===== src/rtl/instr_fetch_if.sv =====
// Fetch-unit bus bundle: instruction-memory read port, IR handshake to the
// control unit, and branch redirect / halt status.
interface instr_fetch_if #(
    parameter int unsigned ADDR_W = 9
);
    logic              mem_rd;
    logic [ADDR_W-1:0] mem_addr;
    logic [31:0]       mem_data;
    logic              mem_valid;
    logic [31:0]       IR;
    logic [ADDR_W-1:0] ir_pc;
    logic              ir_valid;
    logic              ir_ready;
    logic              br_take;
    logic [ADDR_W-1:0] br_target;
    logic              halted;

    modport master (
        output mem_rd, mem_addr,
        input  mem_data, mem_valid,
        output IR, ir_pc, ir_valid,
        input  ir_ready,
        input  br_take, br_target,
        output halted
    );

    modport slave (
        input  mem_rd, mem_addr,
        output mem_data, mem_valid,
        input  IR, ir_pc, ir_valid,
        output ir_ready,
        output br_take, br_target,
        input  halted
    );
endinterface


===== src/rtl/instr_fetch.sv =====
// Instruction fetch unit: PC, single-outstanding memory reads, 2-entry prefetch
// buffer driving IR, branch redirect with in-flight discard, and HALT stop.
module instr_fetch #(
    parameter int unsigned       ADDR_W   = 9,
    parameter logic [ADDR_W-1:0] RESET_PC = '0
) (
    input  logic          clk,
    input  logic          clr,
    instr_fetch_if.master bus
);
    typedef enum logic [1:0] {S_FETCH, S_WAIT, S_HALT} state_t;

    localparam logic [4:0] OP_HALT = 5'b11111;

    state_t            state_q, state_d;
    logic [ADDR_W-1:0] pc_q, pc_d;
    logic              mem_rd_q, mem_rd_d;
    logic [ADDR_W-1:0] mem_addr_q, mem_addr_d;
    logic              discard_q, discard_d;
    logic [1:0]        count_q, count_d;
    logic              head_q, head_d;
    logic [31:0]       data_q [2];
    logic [31:0]       data_d [2];
    logic [ADDR_W-1:0] tag_q  [2];
    logic [ADDR_W-1:0] tag_d  [2];
    logic              push;
    logic              pop;
    logic              tail;

    always_ff @(posedge clk or posedge clr) begin
        if (clr) begin
            state_q    <= S_FETCH;
            pc_q       <= RESET_PC;
            mem_rd_q   <= 1'b0;
            mem_addr_q <= '0;
            discard_q  <= 1'b0;
            count_q    <= '0;
            head_q     <= 1'b0;
            data_q     <= '{default: '0};
            tag_q      <= '{default: '0};
        end else begin
            state_q    <= state_d;
            pc_q       <= pc_d;
            mem_rd_q   <= mem_rd_d;
            mem_addr_q <= mem_addr_d;
            discard_q  <= discard_d;
            count_q    <= count_d;
            head_q     <= head_d;
            data_q     <= data_d;
            tag_q      <= tag_d;
        end
    end

    always_comb begin
        state_d    = state_q;
        pc_d       = pc_q;
        mem_rd_d   = 1'b0;
        mem_addr_d = mem_addr_q;
        discard_d  = discard_q;
        count_d    = count_q;
        head_d     = head_q;
        data_d     = data_q;
        tag_d      = tag_q;
        push       = 1'b0;
        pop        = (count_q != 2'd0) && bus.ir_ready;
        tail       = head_q ^ count_q[0];

        case (state_q)
            S_FETCH: begin
                if (count_q != 2'd2) begin
                    mem_rd_d   = 1'b1;
                    mem_addr_d = pc_q;
                    state_d    = S_WAIT;
                end
            end
            S_WAIT: begin
                if (bus.mem_valid) begin
                    if (discard_q) begin
                        discard_d = 1'b0;
                        state_d   = S_FETCH;
                    end else begin
                        push    = 1'b1;
                        pc_d    = pc_q + ADDR_W'(1);
                        state_d = (bus.mem_data[31:27] == OP_HALT) ? S_HALT : S_FETCH;
                    end
                end
            end
            S_HALT: ;
            default: state_d = S_FETCH;
        endcase

        if (push) begin
            data_d[tail] = bus.mem_data;
            tag_d[tail]  = pc_q;
        end
        if (pop) head_d = ~head_q;
        case ({push, pop})
            2'b10:   count_d = count_q + 2'd1;
            2'b01:   count_d = count_q - 2'd1;
            default: count_d = count_q;
        endcase

        // Redirect overrides everything above; a request still in flight is
        // marked for discard so its late response cannot land in the buffer.
        if (bus.br_take) begin
            count_d    = '0;
            pc_d       = bus.br_target;
            mem_rd_d   = 1'b0;
            mem_addr_d = mem_addr_q;
            if (state_q == S_WAIT && !bus.mem_valid) begin
                state_d   = S_WAIT;
                discard_d = 1'b1;
            end else begin
                state_d   = S_FETCH;
                discard_d = 1'b0;
            end
        end
    end

    assign bus.mem_rd   = mem_rd_q;
    assign bus.mem_addr = mem_addr_q;
    assign bus.IR       = data_q[head_q];
    assign bus.ir_pc    = tag_q[head_q];
    assign bus.ir_valid = (count_q != 2'd0);
    assign bus.halted   = (state_q == S_HALT);
endmodule


===== src/flat_wrapper.sv =====
// flat-port wrapper written by rule: the top's interface ports become plain ports
module instr_fetch_flat 
#(
    parameter int unsigned       ADDR_W   = 9,
    parameter logic [ADDR_W-1:0] RESET_PC = '0
)
  (clk, clr, bus_mem_rd, bus_mem_addr, bus_mem_data, bus_mem_valid, bus_IR, bus_ir_pc, bus_ir_valid, bus_ir_ready, bus_br_take, bus_br_target, bus_halted);
  instr_fetch_if #(.ADDR_W(ADDR_W)) bus_i ();
  input  logic clk;
  input  logic clr;
  output wire logic [$bits(bus_i.mem_rd)-1:0] bus_mem_rd;
  output wire logic [$bits(bus_i.mem_addr)-1:0] bus_mem_addr;
  input wire logic [$bits(bus_i.mem_data)-1:0] bus_mem_data;
  input wire logic [$bits(bus_i.mem_valid)-1:0] bus_mem_valid;
  output wire logic [$bits(bus_i.IR)-1:0] bus_IR;
  output wire logic [$bits(bus_i.ir_pc)-1:0] bus_ir_pc;
  output wire logic [$bits(bus_i.ir_valid)-1:0] bus_ir_valid;
  input wire logic [$bits(bus_i.ir_ready)-1:0] bus_ir_ready;
  input wire logic [$bits(bus_i.br_take)-1:0] bus_br_take;
  input wire logic [$bits(bus_i.br_target)-1:0] bus_br_target;
  output wire logic [$bits(bus_i.halted)-1:0] bus_halted;
  assign bus_mem_rd = bus_i.mem_rd;
  assign bus_mem_addr = bus_i.mem_addr;
  assign bus_i.mem_data = bus_mem_data;
  assign bus_i.mem_valid = bus_mem_valid;
  assign bus_IR = bus_i.IR;
  assign bus_ir_pc = bus_i.ir_pc;
  assign bus_ir_valid = bus_i.ir_valid;
  assign bus_i.ir_ready = bus_ir_ready;
  assign bus_i.br_take = bus_br_take;
  assign bus_i.br_target = bus_br_target;
  assign bus_halted = bus_i.halted;
  instr_fetch #(.ADDR_W(ADDR_W), .RESET_PC(RESET_PC)) u_core (.clk(clk), .clr(clr), .bus(bus_i));
endmodule

===== config.mk =====
export PLATFORM = sky130hd
export DESIGN_NAME = instr_fetch_flat
export DESIGN_NICKNAME = d
export VERILOG_FILES = /design/src/rtl/instr_fetch_if.sv /design/src/rtl/instr_fetch.sv /design/src/flat_wrapper.sv
export SDC_FILE = /design/constraint.sdc
export NUM_CORES = 1
export LEC_CHECK = 0
export ABC_AREA = 1
export CAP_MARGIN = 20
export CORE_ASPECT_RATIO = 1.2
export CORE_MARGIN = 10
export CORE_UTILIZATION = 40
export DETAILED_ROUTE_END_ITERATION = 16
export GPL_TIMING_DRIVEN = 1
export PLACE_DENSITY = 0.63
export SYNTH_ARGS = -nofsm -noshare
export SYNTH_HDL_FRONTEND = slang
export SYNTH_SLANG_ARGS = --single-unit

===== constraint.sdc =====
create_clock -name clk -period 4.7 [get_ports clk]
set_input_delay 0.94 -clock clk [delete_from_list [all_inputs] [get_ports clk]]
set_output_delay 0.94 -clock clk [all_outputs]
set_load 0.05 [all_outputs]

==> impl_metrics.tcl <==
set metrics [dict create \
    crit_top_cell "sky130_fd_sc_hd__nand2_1" \
    finalNetCount 734 \
    cap_violations 0 \
    cts.htree.levels 3 \
    setup-tns-final_ns 0 \
    synth_cells 602 \
    top_level_ports 99 \
    stdcell_count 853 \
    mappedNetlistArea_mm2 0.00500 \
    rr_worst_depth 5 \
    avgSynthCellArea_um2 8.31 \
    via_count_of_the_first_global_routing_pass 4026 \
    setup.worst_path.end_class "primary output" \
    crit_path_max_delay_cell_type "sky130_fd_sc_hd__clkdlybuf4s50_1" \
    synth_nets 649 \
    buffer_ports.inserted 98 \
    portion_of_the_post_synthesis_area_used_by_sequential_elements_pct 53.5 \
    timing.final.setup_violations 0 \
    timing.critical_path.arrival_ns 2.50 \
    post-route-min-period_ns 3.44 \
    cts-resized-gates 0 \
    rsz0062_at_grt "no" \
    cts_tree "yes" \
    timing.slew.headroom_pct 61.0 \
    power_density_mw_per_mm2 762 \
    clock_insertion_delay_worst_skew_ns 0.34 \
    first_pass_grt_wire_length_um 20100 \
    timing.rr.start "u_core.head_q" \
    post-dp-hpwl_um 8390 \
    dieArea_mm2 0.0174 \
    final_hold_fails 0 \
    die_y_um 143 \
    timing.final.crit_share_pct 73.2 \
    inserted_clock_buffers 9 \
    worstSetupStartpoint "u_core.head_q" \
    grt_antenna_before_repair 0 \
    timing.critical_path.from_type "flop" \
    timing_worst_slew_pin_value_ns 0.585 \
    cts_hold_buf 0 \
    cts_setup_buffers 0 \
    synth_to_layout_area_growth_pct 26.9 \
    ctsRootBufferMaster "sky130_fd_sc_hd__clkbuf_16" \
    drc_errors 0 \
    detailed_router_iteration_count_before_antenna_repair 4 \
    r2r-end "u_core.data_q[48]" \
    worst_clock_skew_ns 0.00531 \
    dieWidth_um 122 \
    max_stage_delay_ns 0.81 \
    clkTransAtPathRegs_ns 0.07 \
    worstHoldPathType "reg -> reg" \
    critical_path.top_delay_family "buffers and inverters" \
    number_of_violations_reported_at_the_end_of_detailed_routing_iteration_0 266 \
    grt_usage_pct 14.2 \
    via_per_inst 4.73 \
    critical_path.n_buffers_inverters 3 \
    final_layout_size_suffix_gt1_share_pct 10.4 \
    placeableCoreArea_mm2 0.0122 \
    cts_sinks 107 \
    cp_max_fo 28 \
    final-max-slew-violation-count 0 \
    timing.reg2reg.setup_slack_ns 2.49 \
    fp-row-count 44 \
    synth_seq_cells 107 \
    f_max_mhz 291 \
    placed_cells_incl_taps 836 \
    critical_path_cell_count 5 \
    floorplan.initialDensity_pct 41.1 \
    dr_total_vias 4037 \
    max-clock-path-buffers 2 \
    yosysWarnings 0 \
    diodes 0 \
    cp-endpoint "bus_IR[5]" \
    drt-wirelength-per-cell_um 14.0 \
    outcome "finished, final reports clean" \
    worstSetupPathType "reg -> out" \
    grt_start_max_net_pins 83 \
    drtAntennaViolNets 0 \
    synth.distinct_cells 27 \
    vdd_ir_drop_max_mv 0.351 \
    routability_congestion 0.780 \
    totalWireLength_um 11900 \
    crit_chain "inv_1, buf_4, nand2_1, nand2_1, clkdlybuf4s50_1" \
    total_leakage_power_nw 3.17 \
    grt.overflow.total 0 \
    critical_path_required_ns 3.76 \
    fillers 1188 \
]
cells in the mapped netlist, drive strengths merged:
cell type | instances | area [µm²]
o211ai | 3 | 22.5
o22ai | 1 | 6.26
dfrtp | 107 | 2680
ha | 1 | 12.5
nor3 | 1 | 5.00
a21oi | 6 | 30.0
a31oi | 1 | 6.26
buf | 14 | 135
o21ai | 93 | 619
nand4 | 5 | 31.3
clkbuf | 16 | 61.3
nand3 | 13 | 65.1
xor2 | 5 | 43.8
xnor2 | 1 | 8.76
nor2 | 14 | 57.6
inv | 57 | 214
nand2 | 262 | 993
or2 | 2 | 12.5
logic make-up after synthesis:
| family | Yosys count | share of synthesized area (%) |
|---|---|---|
| adders and majority gates | 1 | 0.250 |
| buffers and inverters | 87 | 8.20 |
| AOI/OAI and AO/OA | 104 | 13.7 |
| and+or+nand+nor | 297 | 23.3 |
| DFF | 107 | 53.5 |
| xor gates and xnor gates | 6 | 1.05 |
registers in the layout, indices dropped and copies added (netlist names):
signal and flops:
u_core.bus.mem_rd 1, u_core.data_q 64, u_core.count_q 2, u_core.head_q 1, u_core.state_q 2, u_core.tag_q 18, u_core.discard_q 1, u_core.pc_q 9
u_core.bus.mem_addr 9
power breakdown:
part / switching [mW] / leakage (nW) / total, mW / internal, mW
clock: 0.324 / 0.137 / 0.738 / 0.414
sequential: 0.212 / 1.34 / 1.52 / 1.30
combinational: 1.75 / 1.69 / 2.58 / 0.836
total: 2.28 / 3.17 / 4.83 / 2.55
per-layer routing:
| layer | routed length (µm) | GRT usage [%] | vias to the layer above |
|---|---|---|---|
| met1 | 5300 | 17.8 | 1901 |
| met3 | 709 | 4.29 | 7 |
| met2 | 5830 | 23.6 | 83 |
| met4 | 82 | 2.98 | 0 |
| met5 | 0 | 0 | - |
| li1 | - | - | 2046 |
how the worst min path moves through the flow:
stage                           start                end  slack [ns]  depth (start not counted)
detailed placement   u_core.data_q[6]   u_core.data_q[6]        0.47                          2
finish               u_core.data_q[6]   u_core.data_q[6]        0.48                          2
floorplan           u_core.data_q[32]  u_core.data_q[32]        0.45                          2
CTS                  u_core.data_q[6]   u_core.data_q[6]        0.48                          2
global placement    u_core.data_q[16]  u_core.data_q[16]        0.46                          2
global route        u_core.data_q[25]  u_core.data_q[25]        0.49                          2
worst register-to-register path: stages, from the launching register on:
cell and delay, ns:
sky130_fd_sc_hd__dfrtp_2 0.36, sky130_fd_sc_hd__buf_4 0.45, sky130_fd_sc_hd__xnor2_1 0.18, sky130_fd_sc_hd__nand2_2 0.39, sky130_fd_sc_hd__buf_4 0.52, sky130_fd_sc_hd__o21ai_0 0.17
through the flow:
step	hold WS, ns	area [µm²]	setup WS [ns]	util [%]	power, mW
floorplan	0.453	5000	0.943	-	3.33
global placement	0.464	6030	1.64	49.6	4.10
detailed placement	0.467	6030	1.61	49.6	4.14
CTS	0.485	6320	1.24	51.9	4.89
global route	0.493	6350	1.08	52.2	5.16
finish	0.482	6350	1.26	52.2	4.83
cell type report:
class	count	area [µm²]	area share, %
multi-input cells	408	1920	30.2
clock buffers	12	236	3.73
repair buffers	104	1050	16.5
well taps	161	201	3.17
inverters	57	216	3.41
clock inverters	4	51.3	0.808
flip-flops and latches	107	2680	42.2
layout by cell type (no fill, tap or decap), types with 4 or more instances in the layout:
master	n
sky130_fd_sc_hd__nand4_1	5
sky130_fd_sc_hd__nor2_1	12
sky130_fd_sc_hd__xor2_1	5
sky130_fd_sc_hd__a21oi_1	6
sky130_fd_sc_hd__dfrtp_1	106
sky130_fd_sc_hd__nand2_2	4
sky130_fd_sc_hd__o21ai_2	41
sky130_fd_sc_hd__inv_1	54
sky130_fd_sc_hd__nand2_1	258
sky130_fd_sc_hd__buf_4	5
sky130_fd_sc_hd__nand3_1	13
sky130_fd_sc_hd__clkbuf_16	9
sky130_fd_sc_hd__o21ai_0	49
sky130_fd_sc_hd__clkdlybuf4s50_1	98
Power figures use the tool's default switching activity.
